[src/rtl/risc_pkg.sv]
// Shared fetch-side types and constants: FSM encoding, NOP word, PC step and
// the {inst, pc} packet carried by the output register and the skid buffer.
package risc_pkg;

  typedef enum logic [1:0] {
    RESET = 2'd0,
    REQ   = 2'd1,
    RESP  = 2'd2,
    DROP  = 2'd3
  } fetch_state_t;

  localparam logic [31:0] INST_NOP = 32'h0000_0013;
  localparam logic [31:0] PC_STEP  = 32'd4;

  typedef struct packed {
    logic [31:0] inst;
    logic [31:0] pc;
  } fetch_pkt_t;

  // Redirect targets are forced onto a word boundary.
  function automatic logic [31:0] align_word(input logic [31:0] addr);
    return {addr[31:2], 2'b00};
  endfunction

endpackage

[src/rtl/fetch_skid_buf.sv]
// One-entry skid buffer holding an {inst, pc} packet while decode is stalled.
// Clear has priority over load, load over drain.
module fetch_skid_buf
  import risc_pkg::*;
(
  input  logic       clk,
  input  logic       rst,
  input  logic       i_load,
  input  fetch_pkt_t i_data,
  input  logic       i_drain,
  input  logic       i_clear,
  output logic       o_valid,
  output fetch_pkt_t o_data
);

  logic       r_valid;
  fetch_pkt_t r_data;

  always_ff @(posedge clk or posedge rst) begin
    if (rst) begin
      r_valid <= 1'b0;
      r_data  <= {INST_NOP, 32'h0000_0000};
    end else if (i_clear) begin
      r_valid <= 1'b0;
    end else if (i_load) begin
      r_valid <= 1'b1;
      r_data  <= i_data;
    end else if (i_drain) begin
      r_valid <= 1'b0;
    end
  end

  assign o_valid = r_valid;
  assign o_data  = r_data;

endmodule

[src/rtl/fetch_sequencer.sv]
// Instruction-fetch controller: owns the PC, sequences one outstanding imem
// request at a time, applies EX-stage redirects and feeds IF/ID via a skid buffer.
module fetch_sequencer
  import risc_pkg::*;
#(
  parameter logic [31:0] RESET_PC = 32'h0000_0000,
  parameter int          CNT_W    = 16
) (
  input  logic             clk,
  input  logic             rst,
  input  logic             stall,
  input  logic             ex_valid,
  input  logic             jump_flag,
  input  logic [31:0]      jump_target,
  output logic             imem_req,
  output logic [31:0]      imem_addr,
  input  logic             imem_ready,
  input  logic             imem_rvalid,
  input  logic [31:0]      imem_rdata,
  output logic             inst_valid,
  output logic [31:0]      inst,
  output logic [31:0]      inst_pc,
  output logic [31:0]      pc,
  output logic             flush,
  output logic             misalign,
  output logic [CNT_W-1:0] taken_cnt
);

  fetch_state_t     r_state;
  logic [31:0]      r_pc;
  logic             r_misalign;
  logic [CNT_W-1:0] r_taken_cnt;
  logic             r_inst_valid;
  logic [31:0]      r_inst;
  logic [31:0]      r_inst_pc;

  logic       w_redirect;
  logic       w_slot_free;
  logic       w_req;
  logic       w_accept;
  logic       w_take;
  logic       w_skid_load;
  logic       w_skid_drain;
  logic       w_skid_valid;
  fetch_pkt_t w_skid_in;
  fetch_pkt_t w_skid_out;

  assign w_redirect   = ex_valid & jump_flag;
  assign w_slot_free  = !r_inst_valid || !stall;
  assign w_req        = (r_state == REQ) && w_slot_free && !w_skid_valid;
  assign w_accept     = w_req && imem_ready;
  // A redirect in the response cycle discards the returning word.
  assign w_take       = (r_state == RESP) && imem_rvalid && !w_redirect;
  assign w_skid_load  = w_take && !w_slot_free;
  assign w_skid_drain = !w_redirect && !stall && w_skid_valid;
  assign w_skid_in    = {imem_rdata, r_pc};

  fetch_skid_buf u_skid (
    .clk     (clk),
    .rst     (rst),
    .i_load  (w_skid_load),
    .i_data  (w_skid_in),
    .i_drain (w_skid_drain),
    .i_clear (w_redirect),
    .o_valid (w_skid_valid),
    .o_data  (w_skid_out)
  );

  always_ff @(posedge clk or posedge rst) begin
    if (rst) begin
      r_state     <= RESET;
      r_pc        <= RESET_PC;
      r_misalign  <= 1'b0;
      r_taken_cnt <= '0;
    end else begin
      r_misalign <= w_redirect && (jump_target[1:0] != 2'b00);
      case (r_state)
        RESET: r_state <= REQ;
        REQ: begin
          if (w_accept) begin
            r_state <= w_redirect ? DROP : RESP;
          end
        end
        RESP: begin
          if (imem_rvalid) begin
            r_state <= REQ;
          end else if (w_redirect) begin
            r_state <= DROP;
          end
        end
        DROP: begin
          if (imem_rvalid) begin
            r_state <= REQ;
          end
        end
        default: r_state <= RESET;
      endcase
      if (w_redirect) begin
        r_pc        <= align_word(jump_target);
        r_taken_cnt <= r_taken_cnt + CNT_W'(1);
      end else if (w_take) begin
        r_pc <= r_pc + PC_STEP;
      end
    end
  end

  // IF/ID output register: redirect kills, fresh data or skid refills, consumption empties.
  always_ff @(posedge clk or posedge rst) begin
    if (rst) begin
      r_inst_valid <= 1'b0;
      r_inst       <= INST_NOP;
      r_inst_pc    <= 32'h0000_0000;
    end else if (w_redirect) begin
      r_inst_valid <= 1'b0;
    end else if (w_take && w_slot_free) begin
      r_inst_valid <= 1'b1;
      r_inst       <= imem_rdata;
      r_inst_pc    <= r_pc;
    end else if (w_skid_drain) begin
      r_inst_valid <= 1'b1;
      r_inst       <= w_skid_out.inst;
      r_inst_pc    <= w_skid_out.pc;
    end else if (!stall) begin
      r_inst_valid <= 1'b0;
    end
  end

  assign imem_req   = w_req;
  assign imem_addr  = r_pc;
  assign pc         = r_pc;
  assign flush      = w_redirect && !rst;
  assign misalign   = r_misalign;
  assign taken_cnt  = r_taken_cnt;
  assign inst_valid = r_inst_valid;
  assign inst       = r_inst;
  assign inst_pc    = r_inst_pc;

endmodule

[config.mk]
export PLATFORM = sky130hd
export DESIGN_NAME = fetch_sequencer
export DESIGN_NICKNAME = d
export VERILOG_FILES = /design/src/rtl/risc_pkg.sv /design/src/rtl/fetch_skid_buf.sv /design/src/rtl/fetch_sequencer.sv
export SDC_FILE = /design/constraint.sdc
export NUM_CORES = 1
export LEC_CHECK = 0
export ABC_AREA = 1
export CAP_MARGIN = 20
export CORE_ASPECT_RATIO = 1.5
export CORE_UTILIZATION = 45
export DETAILED_ROUTE_END_ITERATION = 6
export PLACE_DENSITY_LB_ADDON = 0.2
export SYNTH_ARGS = -nofsm -noshare
export SYNTH_HDL_FRONTEND = slang
export SYNTH_HIERARCHICAL = 1
export SYNTH_SLANG_ARGS = --single-unit
export TNS_END_PERCENT = 50
[constraint.sdc]
create_clock -name clk -period 3.73 [get_ports clk]
set_input_delay 0.746 -clock clk [delete_from_list [all_inputs] [get_ports clk]]
set_output_delay 0.746 -clock clk [all_outputs]
set_load 0.05 [all_outputs]
== After elaboration in Yosys (flattened, before gate mapping) ==
Cells that the tools add are included.

* Add/sub/neg operators: 2
* Equal/unequal tests: 7
* Muxes and demuxes: 19
* Bitwise logic cells: 2
* Reductions and logical operators: 26

{| class="wikitable"
|+ Operator list
! cell !! count
|-
| 2-to-1 mux 32 bit || 6
|-
| adder 32 x 3 -> 32 bit (second input constant) || 1
|-
| adder 16 x 1 -> 16 bit (second input constant) || 1
|-
| logical AND 1 bit || 11
|-
| 2-to-1 mux 1 bit || 8
|-
| 2-to-1 mux 2 bit || 4
|-
| case mux 2 bit (4 select lines) || 1
|-
| logical NOT 1 bit || 6
|-
| nonzero test 2 bit || 3
|-
| == test 2 bit (second input constant) || 2
|-
| != test 2 bit (second input constant) || 2
|-
| != test 4 x 1 -> 1 bit (second input constant) || 1
|-
| AND reduction 2 bit || 2
|-
| != test 3 bit (second input constant) || 1
|-
| AND reduction 3 bit || 1
|-
| nonzero test 3 bit || 1
|-
| == test 2 x 1 -> 1 bit (second input constant) || 1
|-
| logical NOT 2 bit || 1
|-
| AND 1 bit || 1
|-
| logical OR 1 bit || 1
|-
| inverter 1 bit || 1
|}

* Register bits after elaboration: 181
* Bits of input ports: 71
* Output and inout port bits: 148
* Logic and storage cells: 66

== Longest topological paths before layout ==
* Depth after elaboration: 7
* Mapped depth: 12
* Gate-level depth less buffers: 9

== Cells and area by module ==
The synthesis kept the hierarchy.

{| class="wikitable"
|+ By module, submodules not included
! module !! times used !! cells an instance !! area an instance (µm²) !! sequential area each (µm²)
|-
| fetch_sequencer || 1 || 847 || 6,311.1 || 2,856.5
|-
| fetch_skid_buf || 1 || 284 || 2,618.8 || 1,630.3
|}

== Worst setup path before layout ==
OpenSTA, ideal clock, no wires.

* Kind: input port to output port
* Start point: input stall
* End point: output imem_req
* Arrival: 1.957 ns
* Data required time: 2.984 ns
* Slack: 1.027 ns
* Stages on the path: 4
* Path buffers: 1
* Path through: nand2_1 clkbuf_1 nand2_1 nor2_1

* Word-level cells in the longest chain between the ends: 4

{| class="wikitable"
|+ RTL lines
! what !! RTL line !! text
|-
| start, declared || fetch_sequencer.sv:11 || <nowiki>input logic stall,</nowiki>
|-
| logical NOT 1 bit || n/a ||
|-
| logical OR 1 bit || fetch_sequencer.sv:49 || <nowiki>assign w_slot_free = !r_inst_valid || !stall;</nowiki>
|-
| logical AND 1 bit (2 in a row) || fetch_sequencer.sv:50 || <nowiki>assign w_req = (r_state == REQ) && w_slot_free && !w_skid_valid;</nowiki>
|-
| end, declared || fetch_sequencer.sv:15 || <nowiki>output logic imem_req,</nowiki>
|}

Every way passes these cells.

== Worst setup path in the final report ==
* Start point: input rst
* End point: output flush

* Word-level cells in the longest chain between the ends: 2

{| class="wikitable"
|+ RTL lines
! what !! RTL line !! text
|-
| start, declared || fetch_sequencer.sv:10 || <nowiki>input logic rst,</nowiki>
|-
| logical NOT 1 bit || fetch_sequencer.sv:131 || <nowiki>assign flush = w_redirect && !rst;</nowiki>
|-
| logical AND 1 bit || fetch_sequencer.sv:131 ||
|-
| end, declared || fetch_sequencer.sv:24 || <nowiki>output logic flush,</nowiki>
|}

Every way passes these cells.

==> results.md <==
* Status: complete, no violations
* CTS root buf: clkbuf_16
* Mapped Area at 8930 um^2
* Total chip power at between 9 and 10 mW
* Critical path class: input pin to primary output
* Syn Area/Cell at between 7 and 8 um^2
* Max clock buf depth at 2
* Synth area leader: dfrtp_1
* Clk_lat worst skew at approximately 0.43 ns
* CTS tree: done
* Number of max-cap violations at 0
* Clock period minus final worst setup slack at around 2.9 ns
* Worst-path clk slew at 0.07 ns
* Post-synth top flop: dfrtp_1
* DRC Markers at 0
* Fin nets at 1,372
* Skew final at ~0.0090 ns
* Depth of the most critical reg-to-reg path at 9
* Rows at 62
* Tot GR Track Use at 0.253
* Tcrit/Tclk final at 0.784
* Asr flop ratio synth at 1.00
* Slew Viols, Final at 0
* Ports at around 220
* Required time of the critical path at around 3.0 ns
* Reg2reg start: r_state[0]$_DFFE_PP0P_
* Fraction of layout cells with a size suffix above 1 at 0.0566
* Hold Fails Final Rpt at 0
* Setup crit end kind: primary output
* Worst-Margin Slew at 0.718 ns
* Reg2reg end: inst_pc[8]$_DFFE_PP0P_
* Remaining Overflow, GRT at 0
* Pint at roughly 5 mW
* # resized after CTS at 0
* Hold buffer count at cts at 0
* Clock group share of total power at 0.194
* Number of port buffers at about 210
* Fin cells at approximately 1,600
* TNS Setup at 0 ns
* Synthesis-stage register bit count at between 150 and 200
* H-tree depth at 4
* Core region area at a little under 20,000 um^2
* Post-route ant nets at 0
* Initial antenna violation count at 0
* Hold Startpoint: u_skid/o_data[36]$_DFFE_PP1P_
* Commonest cells post-synth: 306 x nand2_1, 173 x dfrtp_1, 168 x nand3_1
* Vias at slightly above 8,000
* Max-slew headroom at 0.522
* Die ar. at 20,400 um^2
* Syn Inst Count at between 1,000 and 1,500
* HPWL Detailed at around 17,000 um
* # setup viols final at 0
* Die Y at 175 um
* Total wire length at 24,600 um
* Die outline width at between 100 and 150 um
* FMAX at approximately 0.34 GHz
* Post CTS Setup Buffer Count at 0
* Pwr per Cell Area at between 700 and 800 nW/um^2
* 1st-pass router iterations at 5
* WHS Path Cells at 2
* Crit path DAT at approximately 2.2 ns
* Switching Share at 0.466
* Worst Path Max Fanout at 3
* Count leader, synth: nand2_1
* Starting density of the core at 0.462
* Vias in the first global route at approximately 7,800
* Synth area leaders: dfrtp_1 48%, nand2_1 13%, nand3_1 9.4%
* Worst reg-to-reg setup slack at 1.45 ns
* Area grow syn2layout at 29.8%
* Netlist cell types at 33
* DP Cell Count at roughly 1,500
* Flop pwr share at 0.332
* RSZ-0062 raised after global routing: no
* First-pass GRT wire length at roughly 40,000 um
* Leak at 5.41 nW
* Endpoint, Worst Hold: u_skid/o_data[36]$_DFFE_PP1P_
* Final RePlAce weighted congestion at 0.878
* Switch Pwr at around 4.3 mW
* Sequential share of the synthesized area at 0.502
* Largest net degree at the start of global routing at 71
* Comb pwr share at 0.474
* Wire per inst at around 16 um
* HP Class: flip-flop to flip-flop
* VDD IR max at approximately 480 uV
* CP Launch Type: input pin
* Area share of the largest cell type after synthesis at 0.485
* Number of buffers created by CTS at 17
* Initial DRC count at about 630
* Clk sinks at around 180
* Synth warn at 6
* Post-synth EDFFs at 0
* Post-DR vias/cell at 5.19
* N_diodes at 0
## placed cells by master (no fill, tap or decap), types with 3 or more instances in the layout
cell type        count
a21oi_1             53
clkdlybuf4s50_1    213
o21ai_0             70
nand3_1            168
clkbuf_16           17
dfrtp_1            173
xor2_1              10
nand4_1              3
ha_1                 5
nand2_2              8
nand2_1            304
clkinv_2             4
xnor2_1              9
o21bai_1             6
buf_4               18
clkinv_4             3
inv_6                4
inv_1               62
buf_12               3
o22ai_1             13
conb_1               6
nor2_1             130
dfstp_2              6
## layout make-up
| class | count | area, um^2 |
|---|---|---|
| Clock buffer | 17 | 425 |
| Clock inverter | 14 | 155 |
| Fill cell | 1794 | 7720 |
| Inverter | 66 | 253 |
| Multi-Input combinational cell | 798 | 3620 |
| Sequential cell | 179 | 4490 |
| Tap cell | 256 | 320 |
| Timing Repair Buffer | 234 | 2330 |
## per-layer routing
| metal | GRT usage | vias up | part of all wire |
|---|---|---|---|
| met2 | 0.426 | 281 | 0.51 |
| met1 | 0.321 | 3865 | 0.41 |
| met4 | 0.108 | 0 | 0.029 |
| met5 | 0 | - | 0 |
| met3 | 0.0359 | 39 | 0.056 |
| li1 | - | 3938 | - |
## power groups by stage
stage               logic (mW)  registers (mW)  clock network [mW]
floorplan                 1.41            4.58                   0
global placement          4.33            3.09                   0
detailed placement        4.38            3.10                   0
CTS                       4.40            3.07                1.82
global route              4.66            3.14                1.89
finish                    4.37            3.06                1.79
## flip-flops by register name, summed over array words and instances (netlist names)
register	flops
inst_valid	1
inst	32
inst_pc	32
misalign	1
imem_addr	30
u_skid/o_data	64
r_state	2
u_skid/o_valid	1
taken_cnt	16
## how the worst max path moves through the flow
stage               slack, ns  cells past startpoint                       to      start
floorplan                1.03                      4                 imem_req      stall
global placement         0.70                      8  inst_pc[19]$_DFFE_PP0P_   ex_valid
detailed placement       0.65                      8  inst_pc[19]$_DFFE_PP0P_  jump_flag
CTS                      0.79                      3                    flush        rst
global route             0.76                      3                    flush        rst
finish                   0.80                      3                    flush        rst
## cell families after synthesis
kind of cell,count (synthesis),synth area share
compound gates,146,0.0860
xor+xnor,19,0.0186
fa+ha+maj,5,0.00701
buf+inv,159,0.0951
flops,179,0.502
other cells,1,0.000420
simple gates,622,0.290
## per-stage QoR
step | setup slack [ns] | hold WS (ns) | util | instance area (um^2)
4_1_cts | 0.791 | 0.465 | 0.600 | 11600
5_1_grt | 0.761 | 0.487 | 0.600 | 11600
3_3_place_gp | 0.704 | 0.447 | 0.570 | 11000
2_1_floorplan | 1.03 | 0.437 | - | 8950
6_report | 0.804 | 0.467 | 0.600 | 11600
3_5_place_dp | 0.647 | 0.453 | 0.570 | 11000
## critical path: stages
cell	delay [ns]
clkdlybuf4s50_1	0.49
nor2_1	0.13
clkdlybuf4s50_1	0.81
Power figures use the tool's default switching activity.
